==> src/rtl/ahb_sram_if.sv <==
// rtl/ahb_sram_if.sv - AHB-Lite slave bridge to a single-port synchronous 32-bit SRAM
//
// Purpose: turns AHB-Lite transfers into accesses on a single-port synchronous
// RAM with 1-cycle read latency and no byte enables. Sub-word writes are done as
// read-modify-write. Address bits above the RAM size are ignored (aliasing).
//
// Optional feature macro: AHB_SRAM_ERR_EN
//   When defined, oversized (hsize>2) or misaligned transfers get a two-cycle
//   ERROR response (states ERR1, ERR2) and touch no RAM location.
//
// Ports:
//   clk        in   1           rising-edge clock
//   rst        in   1           synchronous active-high reset
//   hsel       in   1           slave select
//   haddr      in   32          byte address
//   htrans     in   2           transfer type (IDLE/BUSY/NONSEQ/SEQ)
//   hwrite     in   1           1 = write
//   hsize      in   3           transfer size
//   hwdata     in   32          write data (data phase)
//   hready     in   1           bus-wide ready
//   hreadyout  out  1           slave ready
//   hresp      out  1           0 = OKAY, 1 = ERROR
//   hrdata     out  32          read data (0 outside a read data phase)
//   ram_cen    out  1           RAM access enable
//   ram_wen    out  1           RAM write enable (1 = write)
//   ram_addr   out  ADDR_WIDTH  RAM word address
//   ram_data   out  32          RAM write data
//   ram_q      in   32          RAM read data, valid the cycle after a read

module ahb_sram_if #(
  parameter int ADDR_WIDTH = 12
) (
  input  logic                  clk,
  input  logic                  rst,
  input  logic                  hsel,
  input  logic [31:0]           haddr,
  input  logic [1:0]            htrans,
  input  logic                  hwrite,
  input  logic [2:0]            hsize,
  input  logic [31:0]           hwdata,
  input  logic                  hready,
  output logic                  hreadyout,
  output logic                  hresp,
  output logic [31:0]           hrdata,
  output logic                  ram_cen,
  output logic                  ram_wen,
  output logic [ADDR_WIDTH-1:0] ram_addr,
  output logic [31:0]           ram_data,
  input  logic [31:0]           ram_q
);

  typedef enum logic [2:0] {
    IDLE,
    RD,
    RD_DLY,
    WR,
    RMW_RD,
    RMW_WR
`ifdef AHB_SRAM_ERR_EN
    ,
    ERR1,
    ERR2
`endif
  } state_t;

  state_t                state;
  logic [ADDR_WIDTH-1:0] addr_q;
  logic                  write_q;
  logic [2:0]            size_q;
  logic [3:0]            mask_q;

  logic                  accept;
  logic                  bad_xfer;
  logic                  port_busy;
  logic [ADDR_WIDTH-1:0] word_addr;
  logic [3:0]            lane_mask;
  logic [31:0]           merged;

  // Bits that carry no information for this slave: upper address bits alias,
  // htrans[0] only separates SEQ from NONSEQ, and the stored size is kept for
  // visibility only (the lane mask already encodes it).
  logic unused_bits;
  assign unused_bits = &{1'b0, haddr[31:ADDR_WIDTH+2], htrans[0], size_q, write_q};

  assign word_addr = haddr[ADDR_WIDTH+1:2];

  assign accept = hsel & hready & htrans[1] & hreadyout;

  // The RAM port is occupied by the write of the previous transfer.
  assign port_busy = (state == WR) || (state == RMW_WR);

`ifdef AHB_SRAM_ERR_EN
  assign bad_xfer = (hsize > 3'd2)
                  | ((hsize == 3'd1) & haddr[0])
                  | ((hsize == 3'd2) & (haddr[1:0] != 2'b00));
`else
  assign bad_xfer = 1'b0;
`endif

  always_comb begin
    case (hsize)
      3'd0:    lane_mask = 4'b0001 << haddr[1:0];
      3'd1:    lane_mask = haddr[1] ? 4'b1100 : 4'b0011;
      default: lane_mask = 4'b1111;
    endcase
  end

  // Replace only the lanes being written; the rest come from the word just read.
  always_comb begin
    merged = 32'h0;
    for (int i = 0; i < 4; i++) begin
      merged[8*i +: 8] = mask_q[i] ? hwdata[8*i +: 8] : ram_q[8*i +: 8];
    end
  end

  // Stall states hold hreadyout low; everything else is decoded from state.
  always_comb begin
    hreadyout = 1'b1;
    case (state)
      RD_DLY, RMW_RD: hreadyout = 1'b0;
`ifdef AHB_SRAM_ERR_EN
      ERR1:           hreadyout = 1'b0;
`endif
      default:        hreadyout = 1'b1;
    endcase
  end

`ifdef AHB_SRAM_ERR_EN
  assign hresp = (state == ERR1) || (state == ERR2);
`else
  assign hresp = 1'b0;
`endif

  assign hrdata = (state == RD) ? ram_q : 32'h0;

  // RAM port: combinational from state and the current address phase.
  always_comb begin
    ram_cen  = 1'b0;
    ram_wen  = 1'b0;
    ram_addr = addr_q;
    ram_data = 32'h0;
    if (!rst) begin
      case (state)
        WR: begin
          ram_cen  = 1'b1;
          ram_wen  = 1'b1;
          ram_data = hwdata;
        end
        RMW_WR: begin
          ram_cen  = 1'b1;
          ram_wen  = 1'b1;
          ram_data = merged;
        end
        RD_DLY, RMW_RD: begin
          ram_cen = 1'b1;
        end
        default: ;
      endcase
      // A read issues straight away whenever the port is not writing.
      if (accept && !hwrite && !bad_xfer && !port_busy) begin
        ram_cen  = 1'b1;
        ram_addr = word_addr;
      end
    end
  end

  always_ff @(posedge clk) begin
    if (rst) begin
      state   <= IDLE;
      addr_q  <= '0;
      write_q <= 1'b0;
      size_q  <= 3'd0;
      mask_q  <= 4'd0;
    end else begin
      if (accept) begin
        addr_q  <= word_addr;
        write_q <= hwrite;
        size_q  <= hsize;
        mask_q  <= lane_mask;
      end
      case (state)
        RD_DLY: state <= RD;
        RMW_RD: state <= RMW_WR;
`ifdef AHB_SRAM_ERR_EN
        ERR1:   state <= ERR2;
`endif
        default: begin
          if (!accept)
            state <= IDLE;
          else if (bad_xfer) begin
`ifdef AHB_SRAM_ERR_EN
            state <= ERR1;
`else
            state <= IDLE;
`endif
          end else if (!hwrite)
            state <= port_busy ? RD_DLY : RD;
          else if (lane_mask == 4'b1111)
            state <= WR;
          else
            state <= RMW_RD;
        end
      endcase
    end
  end

endmodule

==> config.mk <==
export PLATFORM = sky130hd
export DESIGN_NAME = ahb_sram_if
export DESIGN_NICKNAME = d
export VERILOG_FILES = /design/src/rtl/ahb_sram_if.sv
export SDC_FILE = /design/constraint.sdc
export NUM_CORES = 1
export LEC_CHECK = 0
export BUFFER_PORTS_ARGS = -buffer_cell sky130_fd_sc_hd__buf_2
export CORE_MARGIN = 5
export CORE_UTILIZATION = 35
export CTS_CLUSTER_DIAMETER = 80
export DETAILED_ROUTE_END_ITERATION = 6
export PLACE_DENSITY = 0.95
export SLEW_MARGIN = 10
export SYNTH_ARGS = -nofsm -noshare
export SYNTH_HDL_FRONTEND = slang
export SYNTH_SLANG_ARGS = --single-unit
==> constraint.sdc <==
create_clock -name clk -period 4.2 [get_ports clk]
set_input_delay 0.21 -clock clk [delete_from_list [all_inputs] [get_ports clk]]
set_output_delay 0.21 -clock clk [all_outputs]
set_load 0.005 [all_outputs]
======== Yosys cells after proc, flatten, opt, wreduce, memory -nomap -nowiden ========
Cells that the tools add are included.
operators by class
  eq/ne operators ......................... 7
  reductions and logical operators ........ 9
  muxes and demuxes ....................... 22
  shift operators ......................... 1
  bitwise gates (word level) .............. 3
operators with widths
  kind                 count
  $mux 32              2
  $pmux 32 s2          1
  $mux 8               4
  $mux 12              2
  $mux 3               3
  $pmux 4 s2           1
  $eq 3x1->1 const B   2
  $eq 3x2->1 const B   2
  $eq 3x3->1 const B   2
  $mux 1               6
  $pmux 3 s2           1
  $eq 4x4->1 const B   1
  $mux 4               1
  $reduce_or 2->1      2
  $reduce_or 4->1      1
  $shl 1x2->4 const A  1
  $and 1x1->1          3
  $logic_not 3->1      1
  $logic_and 1x1->1    2
  $logic_not 1->1      2
  $mux 2               1
  $logic_or 1x1->1     1
word-level totals
  output and inout port bits .............. 80
  word-level logic and storage cells ...... 45
  bits in registers ....................... 19

======== Logic depth before layout (Yosys ltp) ========
Gate-level depths: netlist (run 1).
  depth after elaboration ................. 8
  depth in mapped cells ................... 5
  depth with buffers taken out ............ 4

======== Worst setup path before layout (run 1) ========
OpenSTA, ideal clock, no wires.
  path kind ............................... register to output
  from .................................... register state[1]
  to ...................................... output ram_addr[10]
  arrival time ............................ 1448 ps
  stages on the path, launching flop included .. 5
  path slack .............................. 2542 ps
  path through ............................ dfxtp_1 xor2_2 nor4_2 buf_4 mux2_2
on the way
  longest elaborated chain between the ends .. 8
ends and longest elaborated chain
  element                                   RTL line  text
  start: declaration                        66        state_t state;
  start signal: assignment                  197       state <= port_busy ? RD_DLY : RD;
  $eq 3x2->1 or $eq 3x3->1 (tied branches)  119       case (state)
  $reduce_or 2->1                           119
  $mux 1                                    119
  $and 1x1->1                               87        assign accept = hsel & hready & htrans[1] & hreadyout;
  $logic_and 1x1->1                         160       if (accept && !hwrite && !bad_xfer && !port_busy) begin
  $logic_and 1x1->1 (*)                     160
  $mux 12 (*)                               160
  $mux 12 (*)                               142       if (!rst) begin
  end: declaration                          47        output logic [ADDR_WIDTH-1:0] ram_addr,
Every way passes the cells marked *; elsewhere a longest branch is shown, timed or not.

======== Worst setup path after layout (run 1) ========
  from .................................... register state[2]
  to ...................................... output ram_data[14]
on the way
  longest elaborated chain between the ends .. 3
ends and longest elaborated chain
  element                                   RTL line  text
  $eq 3x3->1 or $eq 3x2->1 (tied branches)  143       case (state)
  $pmux 32 s2 (*)                           143
  $mux 32 (*)                               142
  end: declaration                          48        output logic [31:0] ram_data,
Marks and branches as above.

==> results_dict.tcl, run 1 <==
set metrics [dict create \
    core_footprint_mm2 0.00406 \
    critical-path-top-delay-family "simple AND/OR/NAND/NOR gates" \
    fin_setup_tns_ns 0 \
    crit_path_cell_trace "and2b_1 -> nand3b_1 -> nor2_1 -> a22o_1 -> buf_2" \
    synth.ff_latch_count 19 \
    rr_worst_depth 4 \
    cts_root_buf "sky130_fd_sc_hd__clkbuf_8" \
    grt_pass1_vias 1882 \
    timing.final.ws_setup_ns 2.01 \
    port_buffers 165 \
    wire_length_of_the_first_global_routing_pass_mm 8.12 \
    place_worst_setup_slack_ns 2.09 \
    hold_class "in2reg" \
    power_leakage_uw 0.00134 \
    routed-via-count 2109 \
    maximum_number_of_pins_on_one_net_before_global_route_repair 33 \
    power_per_cell_area_mw_per_mm2 171 \
    rr_startpoint "state[1]" \
    cts.repair.resized 0 \
    report.final.setup_viol 0 \
    num_antenna_cells 0 \
    drt_first_pass_iters 4 \
    synth_area_per_cell_um2 7.62 \
    nNetsFinal 464 \
    hold-worst-slack_ns 0.203 \
    largest_driver_fanout_on_the_critical_path 8 \
    rsz0062_at_grt "false" \
    wire_per_inst_um 14.4 \
    ys_seq_area_share_pct 25.5 \
    std_cell_rows 23 \
    worst_path_arrival_time_ns 1.98 \
    period_share_pct 52.3 \
    worst_r2r_dst "mask_q[1]" \
    max_cap_violations 0 \
    timing.critical_path.buf_inv 1 \
    start_util_pct 36.8 \
    cpPeakStageDelay_ns 0.48 \
    finalClockSkew_ns 0.000980 \
    synthesis.nets 302 \
    ir_worst_vdd_uv 214 \
    die_w_um 75.3 \
    hold_path_startpoint "haddr[8]" \
    synth_cell_types 29 \
    clock_insertion_delay_worst_skew_ns 0.25 \
    worst_hold_path.num_cells 3 \
    setup.reg_to_reg.worst_slack_ns 2.38 \
    netlist_top_cells_area "sky130_fd_sc_hd__dfxtp_1 (25%), sky130_fd_sc_hd__a22o_1 (19%), sky130_fd_sc_hd__and2_1 (13%), sky130_fd_sc_hd__mux2_2 (9.0%), sky130_fd_sc_hd__nand2_1 (7.5%)" \
    holdPathEnd "addr_q[6]" \
    numClockSinks 19 \
    final_design_area_no_fill_mm2 0.00240 \
    regArea_um2 380 \
    number_of_fillers_in_the_final_layout 378 \
    multi_input_area_mm2 0.00107 \
    run_status "complete, no violations" \
    count_of_nets_left_with_antenna_violations_after_detail_routing 0 \
    fin_max_slew_vios 0 \
    critPathSlowestCell "sky130_fd_sc_hd__nor2_1" \
    worst_setup_path_end_kind "output port" \
    synthesis.instances 196 \
    cts-buffers-inserted 3 \
    grt_util_all_layers_pct 17.7 \
    antenna_violations_before_repair 0 \
    global_route.overflow_total 0 \
    areaGrowthSynthToFinish_pct 60.8 \
    route.detailed.vias_per_inst 5.18 \
    yosysTopAreaCellShare_pct 25.5 \
    tightestPinTransition_ns 0.807 \
    max_freq_ghz 0.456 \
    synthesis.yosys.warnings 0 \
    htreeDepth 1 \
    final_cell_mix "sky130_fd_sc_hd__buf_2 (165), sky130_fd_sc_hd__a22o_1 (32), sky130_fd_sc_hd__and2_1 (32), sky130_fd_sc_hd__nand2_1 (30), sky130_fd_sc_hd__dfxtp_1 (19)" \
    holdBufCountCts 0 \
    detailedRoute.firstIterationViolations 46 \
    cts.repair_timing.setup_buffer_count 0 \
    setup.worst_path.start_class "register" \
    die_h_um 75.3 \
    postRouteWirelength_mm 5.85 \
    slew_headroom_pct 46.0 \
    finalHoldViolCount 0 \
    worst_ep_required_time_ns 3.99 \
    dp_hpwl_mm 4.93 \
    cts.clk_slew.worst_paths_ns 0.07 \
    post-route-min-period_ns 2.19 \
    postPlaceCellArea_mm2 0.00235 \
    synth.largest_area_cell "sky130_fd_sc_hd__dfxtp_1" \
    io-pin-count 186 \
    clock_tree_from_tritoncts "built" \
    criticalPathCategory "reg2out" \
    cts_max_path_buffers 2 \
    layout-drive-gt1-share_pct 52.1 \
    most_frequent_standard_cell_in_the_layout_excluding_fill_and_tap_cells "sky130_fd_sc_hd__buf_2" \
    dieArea_mm2 0.00567 \
    gp_congestion 0.859 \
    post_synthesis_cell_area_mm2 0.00149 \
    residual_drc_count 0 \
]
[layer usage]
metal | track usage, % | vias to the layer above | part of all wire (%) | wire, um
li1 | - | 1024 | - | -
met5 | 0 | - | 0 | 0
met3 | 3.83 | 10 | 11 | 644
met4 | 3.88 | 0 | 1.5 | 85
met1 | 18.6 | 963 | 35 | 2020
met2 | 35.4 | 112 | 53 | 3100
[synthesized netlist by cell type]
| cell | n |
|---|---|
| sky130_fd_sc_hd__and2_1 | 32 |
| sky130_fd_sc_hd__or3_1 | 1 |
| sky130_fd_sc_hd__buf_2 | 2 |
| sky130_fd_sc_hd__nor2_1 | 16 |
| sky130_fd_sc_hd__mux2_2 | 12 |
| sky130_fd_sc_hd__a32oi_1 | 1 |
| sky130_fd_sc_hd__nor3_1 | 3 |
| sky130_fd_sc_hd__a21oi_2 | 1 |
| sky130_fd_sc_hd__nor4_2 | 1 |
| sky130_fd_sc_hd__nand2b_1 | 2 |
| sky130_fd_sc_hd__xnor2_1 | 1 |
| sky130_fd_sc_hd__dfxtp_1 | 19 |
| sky130_fd_sc_hd__a311oi_1 | 2 |
| sky130_fd_sc_hd__nand3_1 | 1 |
| sky130_fd_sc_hd__a22o_1 | 32 |
| sky130_fd_sc_hd__inv_1 | 2 |
| sky130_fd_sc_hd__nand3b_1 | 1 |
| sky130_fd_sc_hd__o21ai_0 | 6 |
| sky130_fd_sc_hd__and3_1 | 1 |
| sky130_fd_sc_hd__a211oi_1 | 1 |
| sky130_fd_sc_hd__a21oi_1 | 17 |
| sky130_fd_sc_hd__nor2b_1 | 1 |
| sky130_fd_sc_hd__conb_1 | 1 |
| sky130_fd_sc_hd__buf_4 | 2 |
| sky130_fd_sc_hd__clkbuf_1 | 5 |
| sky130_fd_sc_hd__o21ai_2 | 1 |
| sky130_fd_sc_hd__nand2_1 | 30 |
| sky130_fd_sc_hd__xor2_2 | 1 |
| sky130_fd_sc_hd__and2b_1 | 1 |
[where the power goes]
group,internal (uW),total [uW],switching (uW)
logic,51.0,95.8,44.8
clock network,67.3,124,57.1
registers,187,191,4.28
[layout make-up]
type	count	share of cell area, %
clock buffers	4	1.88
inverters	2	0.313
multi-input cells	166	44.7
flip-flops and latches	19	15.8
well taps	50	2.60
repair buffers	166	34.7
[worst max path at each step]
stage	start	end	cells past startpoint
finish	state[2]	ram_data[14]	5
global route	state[2]	ram_data[3]	5
CTS	state[0]	hrdata[20]	4
detailed placement	state[0]	hrdata[20]	4
global placement	state[0]	hrdata[25]	4
floorplan	state[1]	ram_addr[10]	4
[logic make-up after synthesis]
group	after synthesis	synth area share, %
mux	12	9.05
xor+xnor	2	1.68
simple gates	90	30.2
buf+inv	11	3.43
other cells	1	0.251
compound gates	61	29.9
flops	19	25.5
[worst register-to-register path, stage by stage (launching register included)]
cell,delay (ns)
sky130_fd_sc_hd__dfxtp_1,0.49
sky130_fd_sc_hd__xor2_2,0.18
sky130_fd_sc_hd__a21oi_2,0.66
sky130_fd_sc_hd__nor2_1,0.11
sky130_fd_sc_hd__a311oi_1,0.28
[sequential cells by signal (all words and copies together) (netlist names)]
signal  cells
mask_q      4
state       3
addr_q     12
[through the flow]
step                      cells  util (%)  total power [uW]
after detailed placement    403      57.9               290
final                       407      59.2               411
after global placement      403      57.9               286
after CTS                   407      59.1               413
after floorplan             196         -               229
after global routing        407      59.2               435
(Power assumes the default switching activity.)
==> run 2, diff against run 1 <==
--- a/config.mk
+++ b/config.mk
@@ -5,12 +5,13 @@
 export SDC_FILE = /design/constraint.sdc
 export NUM_CORES = 1
 export LEC_CHECK = 0
+export ABC_AREA = 1
 export BUFFER_PORTS_ARGS = -buffer_cell sky130_fd_sc_hd__buf_2
 export CORE_MARGIN = 5
-export CORE_UTILIZATION = 35
+export CORE_UTILIZATION = 34
 export CTS_CLUSTER_DIAMETER = 80
 export DETAILED_ROUTE_END_ITERATION = 6
-export PLACE_DENSITY = 0.95
+export PLACE_DENSITY = 0.87
 export SLEW_MARGIN = 10
 export SYNTH_ARGS = -nofsm -noshare
 export SYNTH_HDL_FRONTEND = slang
==> constraint.sdc (replaced) <==
create_clock -name clk -period 2 [get_ports clk]
set_input_delay 0.1 -clock clk [delete_from_list [all_inputs] [get_ports clk]]
set_output_delay 0.1 -clock clk [all_outputs]
set_load 0.005 [all_outputs]
==> run 2 against run 1 <==
Combinational power grew to 2.9 times the previous value. Worst setup slack worse by 1.8 ns. Critical path depth is 1 higher. Sequential power is 120% higher. Via count is 42% higher. Register-to-register slack worse by 1.7 ns. Routed wire length is 25% higher. Flip-flop and latch count stayed put.
==> results_dict.tcl, run 2 <==
set metrics [dict create \
    synth.largest_area_cell "sky130_fd_sc_hd__nand2_1" \
    gp_congestion 0.826 \
    synthesis.instances 401 \
    synthesis.yosys.warnings 0 \
    grt_util_all_layers_pct 17.9 \
    synth_enable_flop_cells 0 \
    global_route.overflow_total 0 \
    tightestPinTransition_ns 0.552 \
    async_flop_share_pct 0 \
    worstSetupStartpoint "state[0]" \
    cts_root_buf "sky130_fd_sc_hd__clkbuf_8" \
    regMostFlops "addr_q" \
    layout-drive-gt1-share_pct 33.6 \
    nNetsFinal 655 \
    synth_cell_types 19 \
    cts.clk_slew.worst_paths_ns 0.07 \
    design_power_uw 961 \
    power_per_cell_area_mw_per_mm2 328 \
    post-route-util_pct 49.7 \
    max_cap_violations 0 \
    maximum_number_of_pins_on_one_net_before_global_route_repair 53 \
    largest_driver_fanout_on_the_critical_path 32 \
    synthesis.nets 507 \
    core_footprint_mm2 0.00589 \
    final_cell_mix "sky130_fd_sc_hd__buf_2 (165), sky130_fd_sc_hd__nand2_1 (157), sky130_fd_sc_hd__a21oi_1 (51), sky130_fd_sc_hd__inv_1 (42)" \
    finalHoldViolCount 0 \
    clock_tree_from_tritoncts "built" \
    postRouteWirelength_mm 7.34 \
    antenna_violations_before_repair 0 \
    netlist_top_cells_area "sky130_fd_sc_hd__nand2_1 (29%), sky130_fd_sc_hd__dfxtp_1 (19%), sky130_fd_sc_hd__a21oi_1 (12%), sky130_fd_sc_hd__o21ai_0 (9.1%), sky130_fd_sc_hd__inv_1 (7.7%)" \
    run_status "complete, no violations" \
    number_of_fillers_in_the_final_layout 627 \
    port_buffers 165 \
    numClockSinks 19 \
    final_design_area_no_fill_mm2 0.00293 \
    grt_pass1_vias 2782 \
    hold-worst-slack_ns 0.0949 \
    rsz0062_at_grt "false" \
    worst_ep_required_time_ns 1.90 \
    dieArea_mm2 0.00767 \
    criticalPathCategory "reg2out" \
    rr_startpoint "state[1]" \
    yosysTopAreaCellShare_pct 28.8 \
    routed-via-count 3000 \
    hold_class "in2reg" \
    wire_length_of_the_first_global_routing_pass_mm 11.7 \
    worst_path_arrival_time_ns 1.65 \
    power_leakage_uw 0.00163 \
    ir_worst_vdd_uv 444 \
    clock_insertion_delay_worst_skew_ns 0.26 \
    report.final.setup_viol 0 \
    synth_area_per_cell_um2 5.10 \
    rr_worst_depth 6 \
    cts-buffers-inserted 3 \
    worst_r2r_dst "state[0]" \
    die_w_um 87.6 \
    detailedRoute.firstIterationViolations 80 \
    areaGrowthSynthToFinish_pct 43.0 \
    synth.ff_latch_count 19 \
    holdBufCountCts 0 \
    dp_hpwl_mm 5.75 \
    setup.reg_to_reg.worst_slack_ns 0.65 \
    postPlaceCellArea_mm2 0.00285 \
    cts_max_path_buffers 2 \
    finalClockSkew_ns 0.00177 \
    top_registers "addr_q (12), mask_q (4), state (3)" \
    worst_setup_path_end_kind "output port" \
    io-pin-count 186 \
    most_frequent_standard_cell_in_the_layout_excluding_fill_and_tap_cells "sky130_fd_sc_hd__buf_2" \
    die_h_um 87.6 \
    wire_per_inst_um 11.8 \
    route.detailed.vias_per_inst 4.82 \
    synthFlopType "sky130_fd_sc_hd__dfxtp_1" \
    fin_setup_tns_ns 0 \
    num_antenna_cells 0 \
    crit_end "ram_data[6]" \
    htreeDepth 1 \
    post-route-min-period_ns 1.75 \
    residual_drc_count 0 \
    largest_reg_flops 12 \
    fin_max_slew_vios 0 \
    post-synth-top-count-cell "sky130_fd_sc_hd__nand2_1" \
    period_share_pct 87.7 \
    ys_seq_area_share_pct 18.6 \
    drt_first_pass_iters 4 \
    ys_top_cells_by_count "sky130_fd_sc_hd__nand2_1 (157), sky130_fd_sc_hd__a21oi_1 (51), sky130_fd_sc_hd__inv_1 (42)" \
    slew_headroom_pct 63.2 \
    std_cell_rows 28 \
    start_util_pct 34.8 \
    max_freq_ghz 0.570 \
    post_synthesis_cell_area_mm2 0.00205 \
    count_of_nets_left_with_antenna_violations_after_detail_routing 0 \
    setup.worst_path.start_class "register" \
]
[run 2: kinds of logic (layout without fill, tap and decap cells)]
kind of cell | Yosys count | after routing | share of synthesized area [%]
simple gates | 221 | 221 | 44.5
buf+inv | 72 | 219 | 15.2
other cells | 1 | 1 | 0.183
flops | 19 | 19 | 18.6
compound gates | 88 | 88 | 21.5
[run 2: per-layer routing]
| layer | global-route usage [%] | wire length, um | share of wire (%) | vias up |
|---|---|---|---|---|
| met5 | 0 | 0 | 0 | - |
| met4 | 4.32 | 47 | 0.64 | 0 |
| met3 | 3.20 | 714 | 9.7 | 5 |
| met2 | 35.1 | 3710 | 51 | 119 |
| met1 | 19.8 | 2870 | 39 | 1340 |
| li1 | - | - | - | 1536 |
[run 2: area by class of cell]
cell class	count	area (um2)	share of cell area, %
Tap cell	75	93.8	3.21
Inverter	43	161	5.52
Sequential cell	19	380	13.0
Clock buffer	4	45.0	1.54
Multi-Input combinational cell	310	1350	46.3
Timing Repair Buffer	172	891	30.5
[run 2: report_power, final]
| group | internal (uW) | switching [uW] |
|---|---|---|
| clock network | 142 | 127 |
| logic | 127 | 152 |
| registers | 392 | 21.6 |
| total | 660 | 301 |
[run 2: per-stage QoR]
step                      cells  setup WS, ns
final                       623         0.246
after CTS                   621        0.0979
after global placement      617         0.459
after floorplan             401         0.782
after detailed placement    617         0.390
after global routing        623        0.0689
[run 2: worst max-delay path: stages, from the launching register on]
cell and delay (ns):
sky130_fd_sc_hd__dfxtp_1 0.39, sky130_fd_sc_hd__nand3_1 0.18, sky130_fd_sc_hd__inv_1 0.09, sky130_fd_sc_hd__buf_4 0.31, sky130_fd_sc_hd__nand2_1 0.11, sky130_fd_sc_hd__a21oi_1 0.16
sky130_fd_sc_hd__buf_2 0.14
[run 2: worst min-delay path by stage]
stage,startpoint,end,slack (ns),cells after the start
after CTS,haddr[5],addr_q[3],0.09,3
after floorplan,haddr[2],addr_q[0],0.24,2
after global placement,haddr[6],addr_q[4],0.36,3
after detailed placement,haddr[13],addr_q[11],0.37,3
final,haddr[13],addr_q[11],0.09,3
after global routing,haddr[6],addr_q[4],0.11,3
[run 2: what timing repair did]
action | CTS | global route
resized for setup | 0 | 0
setup endpoints to repair | 0 | 12
setup buffers | 0 | 2
